### src/rtl/tag_uart_framer_pkg.sv
// Shared types and helpers for the RFID tag-to-UART framer.
// Holds the FSM state encoding, the ASCII constants and hex-digit conversion.
package tag_uart_pkg;

  typedef enum logic [1:0] {
    IDLE = 2'd0,
    ARM  = 2'd1,
    WAIT = 2'd2,
    DONE = 2'd3
  } state_e;

  localparam logic [7:0] ASCII_CR = 8'h0D;
  localparam logic [7:0] ASCII_LF = 8'h0A;

  // Uppercase hex digit: 0-9 -> '0'-'9', 10-15 -> 'A'-'F'.
  function automatic logic [7:0] nibble_to_ascii(input logic [3:0] nib);
    logic [7:0] r;
    if (nib < 4'd10) begin
      r = {4'h3, nib};
    end else begin
      r = 8'h37 + {4'h0, nib};
    end
    return r;
  endfunction

endpackage

### src/rtl/tag_uart_framer_if.sv
// Byte handshake between the framer and the 8N1 UART transmitter.
// Signal names follow the framer's point of view.
interface tag_uart_framer_if;
  logic       o_Tx_DV;
  logic [7:0] o_Tx_Byte;
  logic       i_Tx_Active;
  logic       i_Tx_Done;

  modport master (output o_Tx_DV, output o_Tx_Byte, input i_Tx_Active, input i_Tx_Done);
  modport slave  (input o_Tx_DV, input o_Tx_Byte, output i_Tx_Active, output i_Tx_Done);
endinterface

### src/rtl/tag_uart_framer_mux.sv
// Combinational frame-byte selector: header, hex ID (MSB nibble first),
// optional hex checksum, then CR LF.
module tag_frame_mux
  import tag_uart_pkg::*;
#(
  parameter int         ID_BYTES      = 5,
  parameter int         SEND_CHECKSUM = 1,
  parameter logic [7:0] HEADER_CHAR   = 8'h24,
  parameter int         IDX_W         = 4
) (
  input  logic [8*ID_BYTES-1:0] id_i,
  input  logic [7:0]            csum_i,
  input  logic [IDX_W-1:0]      idx_i,
  output logic [7:0]            byte_o
);

  localparam int NIB_LAST = 2 * ID_BYTES;
  localparam int CS_HI    = NIB_LAST + 1;
  localparam int CR_POS   = NIB_LAST + 1 + 2 * SEND_CHECKSUM;

  logic [31:0]            idx_s;
  logic [8*ID_BYTES-1:0]  shifted_s;

  // Index k in 1..NIB_LAST picks the k-th nibble counted from the MSB end.
  always_comb begin
    idx_s     = 32'(idx_i);
    shifted_s = id_i >> (32'd4 * (NIB_LAST - idx_s));
    if (idx_s == 32'd0) begin
      byte_o = HEADER_CHAR;
    end else if (idx_s <= NIB_LAST) begin
      byte_o = nibble_to_ascii(shifted_s[3:0]);
    end else if ((SEND_CHECKSUM != 0) && (idx_s == CS_HI)) begin
      byte_o = nibble_to_ascii(csum_i[7:4]);
    end else if ((SEND_CHECKSUM != 0) && (idx_s == CS_HI + 1)) begin
      byte_o = nibble_to_ascii(csum_i[3:0]);
    end else if (idx_s == CR_POS) begin
      byte_o = ASCII_CR;
    end else if (idx_s == CR_POS + 1) begin
      byte_o = ASCII_LF;
    end else begin
      byte_o = 8'h00;
    end
  end

endmodule

### src/rtl/tag_uart_framer.sv
// Serialises a captured RFID tag ID into an ASCII frame for the UART
// transmitter, with a one-deep pending slot for tags arriving mid-frame.
module tag_uart_framer
  import tag_uart_pkg::*;
#(
  parameter int         ID_BYTES      = 5,
  parameter logic [7:0] HEADER_CHAR   = 8'h24,
  parameter int         SEND_CHECKSUM = 1
) (
  input  logic                  i_Clock,
  input  logic                  i_Reset,
  input  logic                  i_Tag_Valid,
  input  logic [8*ID_BYTES-1:0] i_Tag_Id,
  tag_uart_framer_if.master     tx,
  output logic                  o_Busy,
  output logic                  o_Overrun
);

  localparam int FRAME_LEN = 1 + 2 * ID_BYTES + 2 * SEND_CHECKSUM + 2;
  localparam int IDX_W     = $clog2(FRAME_LEN);
  localparam logic [IDX_W-1:0] LAST_IDX = IDX_W'(FRAME_LEN - 1);

  function automatic logic [7:0] id_xor(input logic [8*ID_BYTES-1:0] id);
    logic [7:0] acc;
    acc = 8'h00;
    for (int b = 0; b < ID_BYTES; b++) begin
      acc = acc ^ id[8*b +: 8];
    end
    return acc;
  endfunction

  state_e                state_q, state_d;
  logic [IDX_W-1:0]      idx_q, idx_d;
  logic [8*ID_BYTES-1:0] id_q, id_d;
  logic [7:0]            csum_q, csum_d;
  logic                  pend_valid_q, pend_valid_d;
  logic [8*ID_BYTES-1:0] pend_id_q, pend_id_d;
  logic                  dv_q, dv_d;
  logic [7:0]            byte_q, byte_d;
  logic                  busy_q, busy_d;
  logic                  overrun_q, overrun_d;
  logic [7:0]            mux_byte_s;

  tag_frame_mux #(
    .ID_BYTES      (ID_BYTES),
    .SEND_CHECKSUM (SEND_CHECKSUM),
    .HEADER_CHAR   (HEADER_CHAR),
    .IDX_W         (IDX_W)
  ) u_mux (
    .id_i   (id_q),
    .csum_i (csum_q),
    .idx_i  (idx_q),
    .byte_o (mux_byte_s)
  );

  always_ff @(posedge i_Clock) begin
    if (i_Reset) begin
      state_q      <= IDLE;
      idx_q        <= {IDX_W{1'b0}};
      id_q         <= {(8*ID_BYTES){1'b0}};
      csum_q       <= 8'h00;
      pend_valid_q <= 1'b0;
      pend_id_q    <= {(8*ID_BYTES){1'b0}};
      dv_q         <= 1'b0;
      byte_q       <= 8'h00;
      busy_q       <= 1'b0;
      overrun_q    <= 1'b0;
    end else begin
      state_q      <= state_d;
      idx_q        <= idx_d;
      id_q         <= id_d;
      csum_q       <= csum_d;
      pend_valid_q <= pend_valid_d;
      pend_id_q    <= pend_id_d;
      dv_q         <= dv_d;
      byte_q       <= byte_d;
      busy_q       <= busy_d;
      overrun_q    <= overrun_d;
    end
  end

  always_comb begin
    state_d      = state_q;
    idx_d        = idx_q;
    id_d         = id_q;
    csum_d       = csum_q;
    pend_valid_d = pend_valid_q;
    pend_id_d    = pend_id_q;
    dv_d         = 1'b0;
    byte_d       = byte_q;
    busy_d       = busy_q;
    overrun_d    = 1'b0;

    // Mid-frame tags land in the slot; newest wins and overwriting flags overrun.
    if (i_Tag_Valid && ((state_q == ARM) || (state_q == WAIT))) begin
      pend_id_d    = i_Tag_Id;
      pend_valid_d = 1'b1;
      overrun_d    = pend_valid_q;
    end else begin
      pend_valid_d = pend_valid_q;
    end

    case (state_q)
      IDLE: begin
        if (i_Tag_Valid) begin
          id_d    = i_Tag_Id;
          csum_d  = id_xor(i_Tag_Id);
          idx_d   = {IDX_W{1'b0}};
          busy_d  = 1'b1;
          state_d = ARM;
        end else begin
          busy_d  = 1'b0;
        end
      end
      ARM: begin
        if (!tx.i_Tx_Active && !tx.i_Tx_Done) begin
          byte_d  = mux_byte_s;
          dv_d    = 1'b1;
          state_d = WAIT;
        end else begin
          state_d = ARM;
        end
      end
      WAIT: begin
        if (tx.i_Tx_Done && (idx_q == LAST_IDX)) begin
          state_d = DONE;
        end else if (tx.i_Tx_Done) begin
          idx_d   = idx_q + IDX_W'(1);
          state_d = ARM;
        end else begin
          state_d = WAIT;
        end
      end
      DONE: begin
        // A tag in this cycle never overruns: it refills the slot or starts directly.
        if (pend_valid_q) begin
          id_d         = pend_id_q;
          csum_d       = id_xor(pend_id_q);
          idx_d        = {IDX_W{1'b0}};
          state_d      = ARM;
          if (i_Tag_Valid) begin
            pend_id_d    = i_Tag_Id;
            pend_valid_d = 1'b1;
          end else begin
            pend_valid_d = 1'b0;
          end
        end else if (i_Tag_Valid) begin
          id_d    = i_Tag_Id;
          csum_d  = id_xor(i_Tag_Id);
          idx_d   = {IDX_W{1'b0}};
          state_d = ARM;
        end else begin
          busy_d  = 1'b0;
          state_d = IDLE;
        end
      end
      default: begin
        busy_d  = 1'b0;
        state_d = IDLE;
      end
    endcase
  end

  assign tx.o_Tx_DV   = dv_q;
  assign tx.o_Tx_Byte = byte_q;
  assign o_Busy       = busy_q;
  assign o_Overrun    = overrun_q;

endmodule

### src/flat_wrapper.sv
// flat-port wrapper written by rule: the top's interface ports become plain ports
module tag_uart_framer_flat import tag_uart_pkg::*;
#(
  parameter int         ID_BYTES      = 5,
  parameter logic [7:0] HEADER_CHAR   = 8'h24,
  parameter int         SEND_CHECKSUM = 1
)
  (i_Clock, i_Reset, i_Tag_Valid, i_Tag_Id, o_Busy, o_Overrun, tx_o_Tx_DV, tx_o_Tx_Byte, tx_i_Tx_Active, tx_i_Tx_Done);
  tag_uart_framer_if tx_i ();
  input  logic i_Clock;
  input  logic i_Reset;
  input  logic i_Tag_Valid;
  input  logic [8*ID_BYTES-1:0] i_Tag_Id;
  output logic o_Busy;
  output logic o_Overrun;
  output wire logic [$bits(tx_i.o_Tx_DV)-1:0] tx_o_Tx_DV;
  output wire logic [$bits(tx_i.o_Tx_Byte)-1:0] tx_o_Tx_Byte;
  input wire logic [$bits(tx_i.i_Tx_Active)-1:0] tx_i_Tx_Active;
  input wire logic [$bits(tx_i.i_Tx_Done)-1:0] tx_i_Tx_Done;
  assign tx_o_Tx_DV = tx_i.o_Tx_DV;
  assign tx_o_Tx_Byte = tx_i.o_Tx_Byte;
  assign tx_i.i_Tx_Active = tx_i_Tx_Active;
  assign tx_i.i_Tx_Done = tx_i_Tx_Done;
  tag_uart_framer #(.ID_BYTES(ID_BYTES), .HEADER_CHAR(HEADER_CHAR), .SEND_CHECKSUM(SEND_CHECKSUM)) u_core (.i_Clock(i_Clock), .i_Reset(i_Reset), .i_Tag_Valid(i_Tag_Valid), .i_Tag_Id(i_Tag_Id), .tx(tx_i), .o_Busy(o_Busy), .o_Overrun(o_Overrun));
endmodule
### config.mk
export PLATFORM = sky130hd
export DESIGN_NAME = tag_uart_framer_flat
export DESIGN_NICKNAME = d
export VERILOG_FILES = /design/src/rtl/tag_uart_framer_pkg.sv /design/src/rtl/tag_uart_framer_if.sv /design/src/rtl/tag_uart_framer_mux.sv /design/src/rtl/tag_uart_framer.sv /design/src/flat_wrapper.sv
export SDC_FILE = /design/constraint.sdc
export NUM_CORES = 1
export LEC_CHECK = 0
export BUFFER_PORTS_ARGS = -buffer_cell sky130_fd_sc_hd__buf_2
export CAP_MARGIN = 25
export CELL_PAD_IN_SITES_DETAIL_PLACEMENT = 1
export CELL_PAD_IN_SITES_GLOBAL_PLACEMENT = 1
export CORE_AREA = 2 2 121 123
export DETAILED_ROUTE_END_ITERATION = 8
export DIE_AREA = 0 0 123 125
export GPL_ROUTABILITY_DRIVEN = 0
export PLACE_DENSITY = 0.8
export SETUP_SLACK_MARGIN = 0.02
export SLEW_MARGIN = 20
export SYNTH_ARGS = -nofsm -noshare
export SYNTH_HDL_FRONTEND = slang
export SYNTH_HIERARCHICAL = 1
export SYNTH_SLANG_ARGS = --single-unit
### constraint.sdc
create_clock -name i_Clock -period 5.46 [get_ports i_Clock]
set_clock_uncertainty 0.15 [all_clocks]
set_input_delay 0.546 -clock i_Clock [delete_from_list [all_inputs] [get_ports i_Clock]]
set_output_delay 0.546 -clock i_Clock [all_outputs]
set_load 0.01 [all_outputs]
; ---- Yosys cells after proc, flatten, opt, wreduce, memory -nomap -nowiden
; Cells that the tools add are included.
[op_classes]
reduce_logical = 15
n_eq_ne = 12
shifts = 1
n_bitwise = 10
n_mux = 39
addsub = 5
magnitude_cmp = 4
[op_table]
columns = cell, count
row1 = $mux 40, 6
row2 = $pmux 40 s2, 1
row3 = $xor 8x8->8, 8
row4 = $mux 8, 6
row5 = $shr 40x32->4, 1
row6 = $mux 4, 6
row7 = $add 6x4->7 const A, 3
row8 = $mux 7, 3
row9 = $eq 4x4->1 const B, 4
row10 = $pmux 8 s2, 1
row11 = $lt 4x4->1 const B, 3
row12 = $pmux 4 s3, 1
row13 = $mux 2, 5
row14 = $ne 2x2->1 const B, 5
row15 = $mux 1, 8
row16 = $pmux 2 s4, 1
row17 = $reduce_and 3->1, 2
row18 = $sub 4x4->5 const A, 1
row19 = $add 4x1->4 const B, 1
row20 = $eq 2x2->1 const B, 2
row21 = $le 4x4->1 const B, 1
row22 = $logic_not 4->1, 1
row23 = $reduce_or 2->1, 2
row24 = $logic_and 1x1->1, 3
row25 = other kinds (9), 11
[word_totals]
elab_cells = 96
regBits = 106
output_inout_bits = 11

; ---- Logic depth before layout (Yosys ltp)
; Gate-level depths: netlist of the first run.
[depth]
depth_word = 7
ltp_mapped = 17

; ---- Modules after synthesis
; The synthesis of the first run kept the hierarchy.
[modules_own_cells]
columns = mod, cells_per_inst, area_each_um2, n_inst
row1 = tag_uart_framer, 620, 5126.2, 1
row2 = tag_frame_mux, 160, 1134.8, 1

; ---- Worst setup path before layout of the first run
; No wires, ideal clock.
[synth_timing]
path_type = register -> register
from = register u_core.idx_q[0]
to = register u_core.byte_q[2], in the netlist u_core/tx.o_Tx_Byte[2]
arrival_ps = 3570
setup_slack_ps = 1675
setup_ps = 65
required_time_ps = 5245
stages_incl_launch_ff = 16
cell_sequence = dfxtp_1 > buf_2 > buf_2 > buf_2 > inv_1 > ha_1 > clkbuf_1 > mux4_2 > mux2_2 > a21oi_1 > ha_1 > nand2b_1 > or3_1 > a31oi_1 > mux2i_1 > nor2_1
[synth_via]
elab_chain_cells = 6
word_cells_on_any_way = 15
[synth_lines]
columns = element, line_no
row1 = start: declaration, tag_uart_framer.sv:33  ; logic [IDX_W-1:0] idx_q, idx_d;
row2 = start signal: assignment, tag_uart_framer.sv:59  ; idx_q <= {IDX_W{1'b0}};
row3 = start signal: assignment, tag_uart_framer.sv:70  ; idx_q <= idx_d;
row4 = $sub 4x4->5 / $eq 4x4->1 (equally long branches), "tag_uart_framer_mux.sv:27, tag_uart_framer_mux.sv:36"
row5 = $shr 40x32->4 / $mux 4 (equally long branches), "tag_uart_framer_mux.sv:27, tag_uart_framer_mux.sv:36"
row6 = "$add 6x4->7, or another cell as far along", tag_uart_framer_pkg.sv:21  ; r = 8'h37 + {4'h0, nib};
row7 = $mux 7 / $mux 8 (equally long branches), "tag_uart_framer_pkg.sv:18, tag_uart_framer_mux.sv:32"
row8 = $mux 8, tag_uart_framer_mux.sv:30  ; end else if (idx_s <= NIB_LAST) begin
row9 = $mux 8 *, tag_uart_framer_mux.sv:28  ; if (idx_s == 32'd0) begin
row10 = net u_core.mux_byte_s[2], tag_uart_framer.sv:42  ; logic [7:0] mux_byte_s;
row11 = end signal: assignment, tag_uart_framer.sv:76  ; byte_q <= byte_d;
row12 = end: declaration, tag_uart_framer.sv:39  ; logic [7:0] byte_q, byte_d;
; Mark *: on every way through the listed nets, which the timed path passes. The rest lies on a longest branch.
; A chain may end at the register's enable or synchronous reset.

; ---- Worst setup path in the final report of the first run
[layout_timing]
from = register u_core.idx_q[1]
to = register u_core.byte_q[2], in the netlist u_core/tx.o_Tx_Byte[2]
; The elaborated chain is that of the path after synthesis.

==> results.txt, run 1 <==
Fin util - 48.4%
Drt wl/cell - 19.2 microns
Grt total ovfl - 0
Achievable Freq - 0.252 GHz
Int Pwr - 0.00132 W
First-pass GRT wire length - 30200 microns
Power Density - 271 nW/um^2
Post-DRT Antenna Nets - 0
Hold Path Stages - 3
Area grow syn2layout - 9.77%
Core area - 14200 sq um
Register-to-Register Path Depth - 11
Count of cell types in the netlist - 58
HP Class - input pin to flop
Critical Path RT - 5600 ps
Post-CTS Resized - 0
Worst-skew pair later-pin latency - 360 ps
R2R Path Start - u_core/idx_q[1]
Ys async rst share - 0%
DR vias - 5591
H-tree depth - 3
Critical Path AT - 4100 ps
Hold Fails Final Rpt - 0
CTS max path bufs - 2
Vias in the first global route - 5787
Fin cells - 982
Inserted Clock Buffers - 9
DRT Pass-1 Iters - 5
Net Sw Power - 0.000547 W
Post-synthesis sequential area ratio - 33.9%
Post-route cell area - 6870 sq um
Clock root cell - clkbuf_16
Kind of critical path - flop to flop
Setup bufs post-CTS - 0
Global Route Usage Sum - 25.2%
Initial antenna violation count - 0
Chip Width - 123 microns
Clk sink count - 106
Tmin final - 3960 ps
Slew @ Worst Pin - 919 ps
DRT iter0 DRCs - 356
Peak VDD IR - 0.163 mV
Core Rows - 44
# hold bufs at CTS - 0
R2r setup slk - 1500 ps
Drt drc - 0
Vias per std cell - 5.69
Ys flop type - dfxtp_1
Max-Cap Viols - 0
Sw frac - 29.4%
CP startpoint kind - flop
EDFF count, synth - 0
Worst R2R End - u_core/tx.o_Tx_Byte[2]
Nets@finish - 854
Post-route setup TNS - 0 ps
Placed cell count - 967
P_leak - 2.58 nW
Initial Util - 44.1%
Synthesized flop and latch total - 106
Net count after synthesis - 840
Clk pwr share - 34.2%
RSZ-0062 raised after global routing - false
Area after DPL - 6590 sq um
Final Max Tran Viols - 0
Ant diodes - 0
Mapped Area - 6260 sq um
Die span in y - 125 microns
Syn Inst Count - 780
Total wire length - 18800 microns
Port Buf Inserts - 55
Final HPWL DP - 13100 microns
DIE AREA - 15400 sq um
Comb pwr share - 18.8%
Status - completed
Max-slew headroom - 38.5%
Hold Startpoint - i_Tag_Id[27]
Maximum fanout along the worst path - 20
CTS tree - done
Fin crit share - 72.6%
Largest net degree at the start of global routing - 86
CTS clk-pin slew, worst paths - 70 ps
Seq pwr share - 47.0%
Layout cells sized above 1 - 12.4%
Syn Area/Cell - 8.03 sq um
Final setup fails - 0
# IOs - 56
Worst setup EP type - flop
Yosys warns - 6
==> critical path: stages (launching register included) <==
cell      delay (ps)
dfxtp_1          660
inv_1            160
ha_1             800
mux4_2           400
mux2_2           270
a21oi_1          420
ha_1             260
nand2b_1          70
or3_1            310
a31oi_1          180
mux2i_1           90
nor2_1           120
==> per-stage QoR <==
| stage | setup WS [ps] | power, W | hold WS (ps) |
|---|---|---|---|
| global placement | 1750 | 0.00122 | 308 |
| global route | 1230 | 0.00195 | 298 |
| CTS | 1490 | 0.00188 | 289 |
| floorplan | 1670 | 0.00112 | 295 |
| finish | 1500 | 0.00186 | 302 |
| detailed placement | 1500 | 0.00124 | 322 |
==> placed cells by master, fill, tap and decap left out, types with 18 or more instances in the layout <==
master / instances
a21oi_1: 104
xnor2_1: 19
nand2b_1: 40
buf_2: 54
nor3_1: 52
o21ai_0: 18
or3_1: 42
dfxtp_1: 106
nor2_1: 73
nand2_1: 102
==> final cells by class <==
type	count	area, sq um
clock buffers	12	256
clock inverters	3	23.8
fillers	1736	7330
inverters	16	60.1
multi-input cells	600	3840
flip-flops and latches	106	2120
well taps	184	230
repair buffers	61	343
==> cells in the mapped netlist, drive strengths merged (16+ instances only) <==
library cell  count  area share [%]
xor2             16             2.2
nor3             52             4.2
o21ai            19             1.5
buf              25             2.2
xnor2            20             2.9
inv              16            0.96
nand2b           40             4.0
a21oi           105             8.4
clkbuf           33             2.0
dfxtp           106              34
nor2             73             4.4
xnor3            16             5.8
nand2           102             6.1
or3              42             4.2
==> power groups by stage <==
stage / logic [W] / registers (W) / clock network [W]
after floorplan: 0.000249 / 0.000875 / 0
after global placement: 0.000330 / 0.000889 / 0
after detailed placement: 0.000349 / 0.000892 / 0
after CTS: 0.000351 / 0.000875 / 0.000656
after global routing: 0.000386 / 0.000881 / 0.000682
final: 0.000351 / 0.000875 / 0.000637
==> cells by family after synthesis <==
| logic type | count (synthesis) | share of synthesized area, % |
|---|---|---|
| XOR/XNOR | 52 | 10.9 |
| multiplexers | 27 | 5.52 |
| AND/OR/NAND/NOR | 346 | 27.1 |
| other | 1 | 0.0599 |
| buffers and inverters | 74 | 5.14 |
| adder cells (fa/ha/maj) | 15 | 3.00 |
| AO/OA/AOI/OAI | 159 | 14.3 |
| flip-flops | 106 | 33.9 |
==> per-layer routing <==
| metal | vias up | track usage (%) | part of all wire (%) |
|---|---|---|---|
| met5 | - | 0 | 0 |
| li1 | 2696 | - | - |
| met3 | 17 | 4.84 | 3.4 |
| met1 | 2767 | 33.4 | 46 |
| met4 | 0 | 5.68 | 1.7 |
| met2 | 111 | 42.3 | 49 |
==> worst max path at each step <==
stage | from | to | slack, ps | cells after the start
2_1_floorplan | u_core/idx_q[0] | u_core/tx.o_Tx_Byte[2] | 1670 | 15
5_1_grt | u_core/idx_q[1] | u_core/tx.o_Tx_Byte[2] | 1230 | 11
6_report | u_core/idx_q[1] | u_core/tx.o_Tx_Byte[2] | 1500 | 11
3_5_place_dp | u_core/idx_q[1] | u_core/tx.o_Tx_Byte[2] | 1500 | 11
4_1_cts | u_core/idx_q[1] | u_core/tx.o_Tx_Byte[2] | 1490 | 11
3_3_place_gp | u_core/idx_q[1] | u_core/tx.o_Tx_Byte[2] | 1750 | 11
(Power assumes the default switching activity.)
==> run 2, diff against run 1 <==
==> constraint.sdc (replaced) <==
create_clock -name i_Clock -period 3.7 [get_ports i_Clock]
set_clock_uncertainty 0.15 [all_clocks]
set_input_delay 0.37 -clock i_Clock [delete_from_list [all_inputs] [get_ports i_Clock]]
set_output_delay 0.37 -clock i_Clock [all_outputs]
set_load 0.01 [all_outputs]
==> run 2 against run 1 <==
Against the previous run: sequential power increased by 49%; maximum frequency grew 22%; worst setup slack got worse by 1000 ps; critical endpoint unchanged; largest power group unchanged; non-clock buffer count increased by 8.
==> results.txt, run 2 (synthesis results as in run 1) <==
Fin util - 49.3%
Critical Path RT - 3840 ps
CTS tree - done
Drt drc - 0
Grt met2 use - 42.7%
Core Rows - 44
Drt wl/cell - 18.9 microns
Final worst slack - 449 ps
Final Max Tran Viols - 0
Critical Path Sink - u_core/tx.o_Tx_Byte[2]
Final HPWL DP - 13400 microns
Vias per std cell - 5.67
Nets@finish - 862
HP Class - input pin to flop
H-tree depth - 3
Ant diodes - 0
Commonest non-fill, non-tap cells in the layout - dfxtp_1 (106), a21oi_1 (103), nand2_1 (102), nor2_1 (73), buf_2 (54)
P_leak - 2.66 nW
Total wire length - 18700 microns
Fillers - 1758
Critical Path AT - 3390 ps
Multi-input gate area - 3840 sq um
Final setup fails - 0
Grt total ovfl - 0
Fin cells - 991
Kind of critical path - flop to flop
Initial Util - 44.1%
Worst R2R End - u_core/tx.o_Tx_Byte[2]
Most common cell after layout, fill and taps aside - dfxtp_1
Setup crit start - u_core/idx_q[1]
Initial antenna violation count - 0
# hold bufs at CTS - 0
Area grow syn2layout - 12.0%
Vias in the first global route - 5914
Port Buf Inserts - 55
Worst-skew pair later-pin latency - 360 ps
RSZ-0062 raised after global routing - false
Post-CTS Resized - 0
Layout cells sized above 1 - 13.5%
Max-slew headroom - 37.3%
Achievable Freq - 0.308 GHz
Power Density - 420 nW/um^2
Design Power - 0.00295 W
Clock root cell - clkbuf_16
DRT iter0 DRCs - 321
Post-DRT Antenna Nets - 0
Status - completed
Register-to-Register Path Depth - 12
Tmin final - 3250 ps
Post-route setup TNS - 0 ps
Placed cell count - 975
Core area - 14200 sq um
R2R Path Start - u_core/idx_q[1]
Slew @ Worst Pin - 937 ps
CTS clk-pin slew, worst paths - 80 ps
Inserted Clock Buffers - 9
# IOs - 56
Met3 Usage GRT - 3.06%
DR vias - 5622
Worst setup EP type - flop
CTS max path bufs - 2
DIE AREA - 15400 sq um
Pre-CTS setup slack - 483 ps
Clk sink count - 106
R2r setup slk - 450 ps
Global Route Usage Sum - 25.4%
DRT Pass-1 Iters - 4
CP startpoint kind - flop
Largest net degree at the start of global routing - 86
Max-Cap Viols - 0
Setup bufs post-CTS - 0
FF/Latch Area - 2120 sq um
Maximum fanout along the worst path - 20
Met1 Resource Use GR - 34.0%
First-pass GRT wire length - 30700 microns
Chip Width - 123 microns
Hold Fails Final Rpt - 0
Die span in y - 125 microns
Fin crit share - 87.9%
Peak VDD IR - 0.204 mV
Global route hottest layer - met2
## run 2: cell types whose count changed in the layout (fill, tap and decap cells not counted)
| cell | previous run | this run |
|---|---|---|
| a21oi_1 | 104 | 103 |
| clkinv_8 | 0 | 1 |
| clkinvlp_4 | 2 | 0 |
| clkinv_4 | 0 | 1 |
| clkbuf_8 | 2 | 0 |
| a21oi_2 | 0 | 1 |
| buf_4 | 6 | 14 |
| bufinv_16 | 0 | 3 |
## run 2: power breakdown
part           leakage (nW)  switching (W)  internal [W]
clock network         0.170       0.000462      0.000672
registers             0.869      0.0000732       0.00122
logic                  1.63       0.000286      0.000229
## run 2: worst max-delay path, stage by stage (launching register included)
cell	delay, ps
dfxtp_1	460
inv_1	100
ha_1	290
buf_4	250
mux4_2	340
mux2_2	280
a21oi_2	280
ha_1	230
nand2b_1	80
or3_1	300
a31oi_1	210
mux2i_1	100
nor2_1	110
## run 2: worst min-delay path by stage
stage	from	to	slack (ps)	cells after the start
2_1_floorplan	flop	flop	290	2
3_3_place_gp	flop	flop	300	2
3_5_place_dp	flop	flop	320	2
4_1_cts	i_Tag_Id[38]	flop	110	3
5_1_grt	i_Tag_Id[16]	flop	130	3
6_report	i_Tag_Id[38]	flop	110	3
## run 2: per-stage QoR
stage | cell area, sq um | hold WS [ps]
6_report | 7010 | 114
3_3_place_gp | 6630 | 305
5_1_grt | 7010 | 125
2_1_floorplan | 6260 | 295
4_1_cts | 7010 | 109
3_5_place_dp | 6660 | 316
## run 2: area by class of cell
class	instances	share of cell area, %
multi-input combinational	600	54.8
sequential	106	30.3
timing repair buffer	69	5.75
tap	184	3.28
clock buffer	10	3.27
clock inverter	6	1.77
inverter	16	0.857
## run 2: per-layer routing
| metal | wire [microns] | vias up |
|---|---|---|
| li1 | - | 2722 |
| met1 | 8550 | 2792 |
| met2 | 9230 | 90 |
| met3 | 629 | 18 |
| met4 | 323 | 0 |
| met5 | 0 | - |
==> run 3, diff against run 2 <==
--- a/config.mk
+++ b/config.mk
@@ -5,15 +5,16 @@
 export SDC_FILE = /design/constraint.sdc
 export NUM_CORES = 1
 export LEC_CHECK = 0
+export ABC_AREA = 1
 export BUFFER_PORTS_ARGS = -buffer_cell sky130_fd_sc_hd__buf_2
 export CAP_MARGIN = 25
 export CELL_PAD_IN_SITES_DETAIL_PLACEMENT = 1
 export CELL_PAD_IN_SITES_GLOBAL_PLACEMENT = 1
-export CORE_AREA = 2 2 121 123
+export CORE_AREA = 2 2 129 131
 export DETAILED_ROUTE_END_ITERATION = 8
-export DIE_AREA = 0 0 123 125
+export DIE_AREA = 0 0 131 133
 export GPL_ROUTABILITY_DRIVEN = 0
-export PLACE_DENSITY = 0.8
+export PLACE_DENSITY = 0.79
 export SETUP_SLACK_MARGIN = 0.02
 export SLEW_MARGIN = 20
 export SYNTH_ARGS = -nofsm -noshare
==> run 3 against run 2 <==
Against the previous run: sequential power is 6% higher; power is 1.7% lower; critical path depth rose by 2; final cell count increased by 28%.
==> results.txt, run 3 <==
Layout cells sized above 1 - 11.6%
Peak VDD IR - 0.302 mV
Dominant cells by area after synthesis - dfxtp_1 (31%), nand2_1 (14%), o21ai_0 (7.7%)
First-pass GRT wire length - 34800 microns
Area after DPL - 7050 sq um
Fin util - 45.2%
CP startpoint kind - flop
RSZ-0062 raised after global routing - false
Critical Path RT - 3800 ps
DR vias - 6786
Most common cell after layout, fill and taps aside - nand2_1
Critical Path AT - 2960 ps
Initial antenna violation count - 0
Post-CTS Resized - 0
Max-slew headroom - 43.2%
Tmin final - 2860 ps
CTS clk-pin slew, worst paths - 70 ps
P_leak - 3.23 nW
Crit-path cells - inv_1 -> ha_1 -> inv_1 -> nand3_1 -> nand3_1 -> nand3_2 -> nand2_2 -> ha_1 -> nand2_1 -> nand3_2 -> nand2_2 -> a21oi_1 -> o21ai_0 -> nor2_1
Vias per std cell - 5.35
Setup bufs post-CTS - 0
Final Max Tran Viols - 0
Hold Path Stages - 3
Syn Inst Count - 1027
Post-Synth XOR/XNOR Area - 4.54%
Synth top cells by count - nand2_1 (254), dfxtp_1 (106), o21ai_0 (104)
Hold Fails Final Rpt - 0
Area grow syn2layout - 8.46%
Post-synthesis sequential area ratio - 31.5%
Final setup fails - 0
Die span in y - 133 microns
Achievable Freq - 0.350 GHz
CTS tree - done
Nets@finish - 1104
# IOs - 56
Ys async rst share - 0%
Ant diodes - 0
Count of cell types in the netlist - 43
Critical Path Slowest Stage Cell - ha_1
Inserted Clock Buffers - 9
Hold slack - 131 ps
Drt drc - 0
Largest family of logic cells by synthesized area - simple AND/OR/NAND/NOR gates
Net count after synthesis - 1087
Top-count cell post-synth - nand2_1
Global Route Usage Sum - 25.2%
Maximum fanout along the worst path - 13
Status - completed
Kind of critical path - flop to flop
CTS max path bufs - 2
Slew @ Worst Pin - 852 ps
Power Density - 396 nW/um^2
Max-Cap Viols - 0
Core area - 16200 sq um
Post-synth top area share - 31.5%
Port Buf Inserts - 55
Largest net degree at the start of global routing - 91
Biggest cell delay along the critical path - 550 ps
Post-route setup TNS - 0 ps
Syn Area/Cell - 6.57 sq um
HP Class - input pin to flop
Core Rows - 47
DIE AREA - 17400 sq um
Post-synthesis mux area share - 0%
Chip Width - 131 microns
Yosys warns - 6
Drt wl/cell - 16.4 microns
Synthesized flop and latch total - 106
Worst setup EP type - flop
H-tree depth - 3
Post-DRT Antenna Nets - 0
Ys flop type - dfxtp_1
Synth area leader - dfxtp_1
Clock root cell - clkbuf_16
Compound-cell area share of the yosys netlist - 21.8%
Post-route cell area - 7320 sq um
DRT iter0 DRCs - 376
Fin crit share - 77.2%
Worst-skew pair later-pin latency - 360 ps
Final HPWL DP - 14500 microns
Initial Util - 41.7%
Vias in the first global route - 6920
Total wire length - 20800 microns
EDFF count, synth - 0
Simple-gate share of the synthesized area - 29.0%
DRT Pass-1 Iters - 5
Register-to-Register Path Depth - 14
Mapped Area - 6750 sq um
# hold bufs at CTS - 0
Commonest non-fill, non-tap cells in the layout - nand2_1 (254), dfxtp_1 (106), o21ai_0 (104), inv_1 (92), a21oi_1 (82)
Grt total ovfl - 0
Post-synthesis adder-cell area fraction - 2.78%
Clk sink count - 106
run 3: changes by cell type after synthesis, moves of 23 or more:
cell,previous run,this run
nand3_1,6,67
or3_1,42,0
nor3_1,52,29
o21ai_0,18,104
a21oi_1,105,82
inv_1,15,92
nand2b_1,40,0
nand2_1,102,254
run 3: layout make-up:
cell class	count	area [sq um]
clock inverter	5	41.3
clock buffer	10	229
tap	220	275
fill	2169	8850
multi-input combinational	762	3920
sequential	106	2120
inverter	102	392
timing repair buffer	63	335
run 3: logic make-up (layout without fill, tap and decap cells):
family | Yosys count | count (layout)
adders and majority gates | 15 | 15
buffers and inverters | 159 | 180
DFF | 106 | 106
AOI/OAI and AO/OA | 258 | 258
other | 1 | 1
and+or+nand+nor | 453 | 453
xor gates and xnor gates | 35 | 35
run 3: worst max-delay path, delay by kind of cell, from the launching register on:
family,cells,cell delay [ps]
simple gates,8,750
fa+ha+maj,2,770
buf+inv,2,340
compound gates,2,240
flops,1,490
run 3: metal layers:
metal	track usage, %	vias up	routed length, microns
met5	0	-	0
met4	7.68	0	504
met3	5.30	33	723
met2	42.5	95	10300
met1	32.1	3224	9290
li1	-	3434	-
run 3: path summary, 6_finish.rpt:
kind / start / endpoint / slack (ps)
worst max-delay path: u_core/idx_q[1] / u_core/tx.o_Tx_Byte[4] / 840
worst min-delay path: i_Tag_Id[33] / flop / 130
worst max register to register: u_core/idx_q[1] / u_core/tx.o_Tx_Byte[4] / 840
worst min register to register: u_core/o_Busy / u_core/o_Busy / 330
run 3: power by group:
| part | internal (W) | switching, W | leakage (nW) |
|---|---|---|---|
| clock | 0.000458 | 0.000467 | 0.119 |
| combinational | 0.000215 | 0.000372 | 2.24 |
| sequential | 0.00125 | 0.000129 | 0.873 |
run 3: stage by stage:
stage	power [W]	std cells	setup WS, ps
after global routing	0.00307	1268	630
after CTS	0.00293	1268	818
after global placement	0.00197	1253	958
after floorplan	0.00180	1027	1190
after detailed placement	0.00200	1253	847
final	0.00290	1268	844
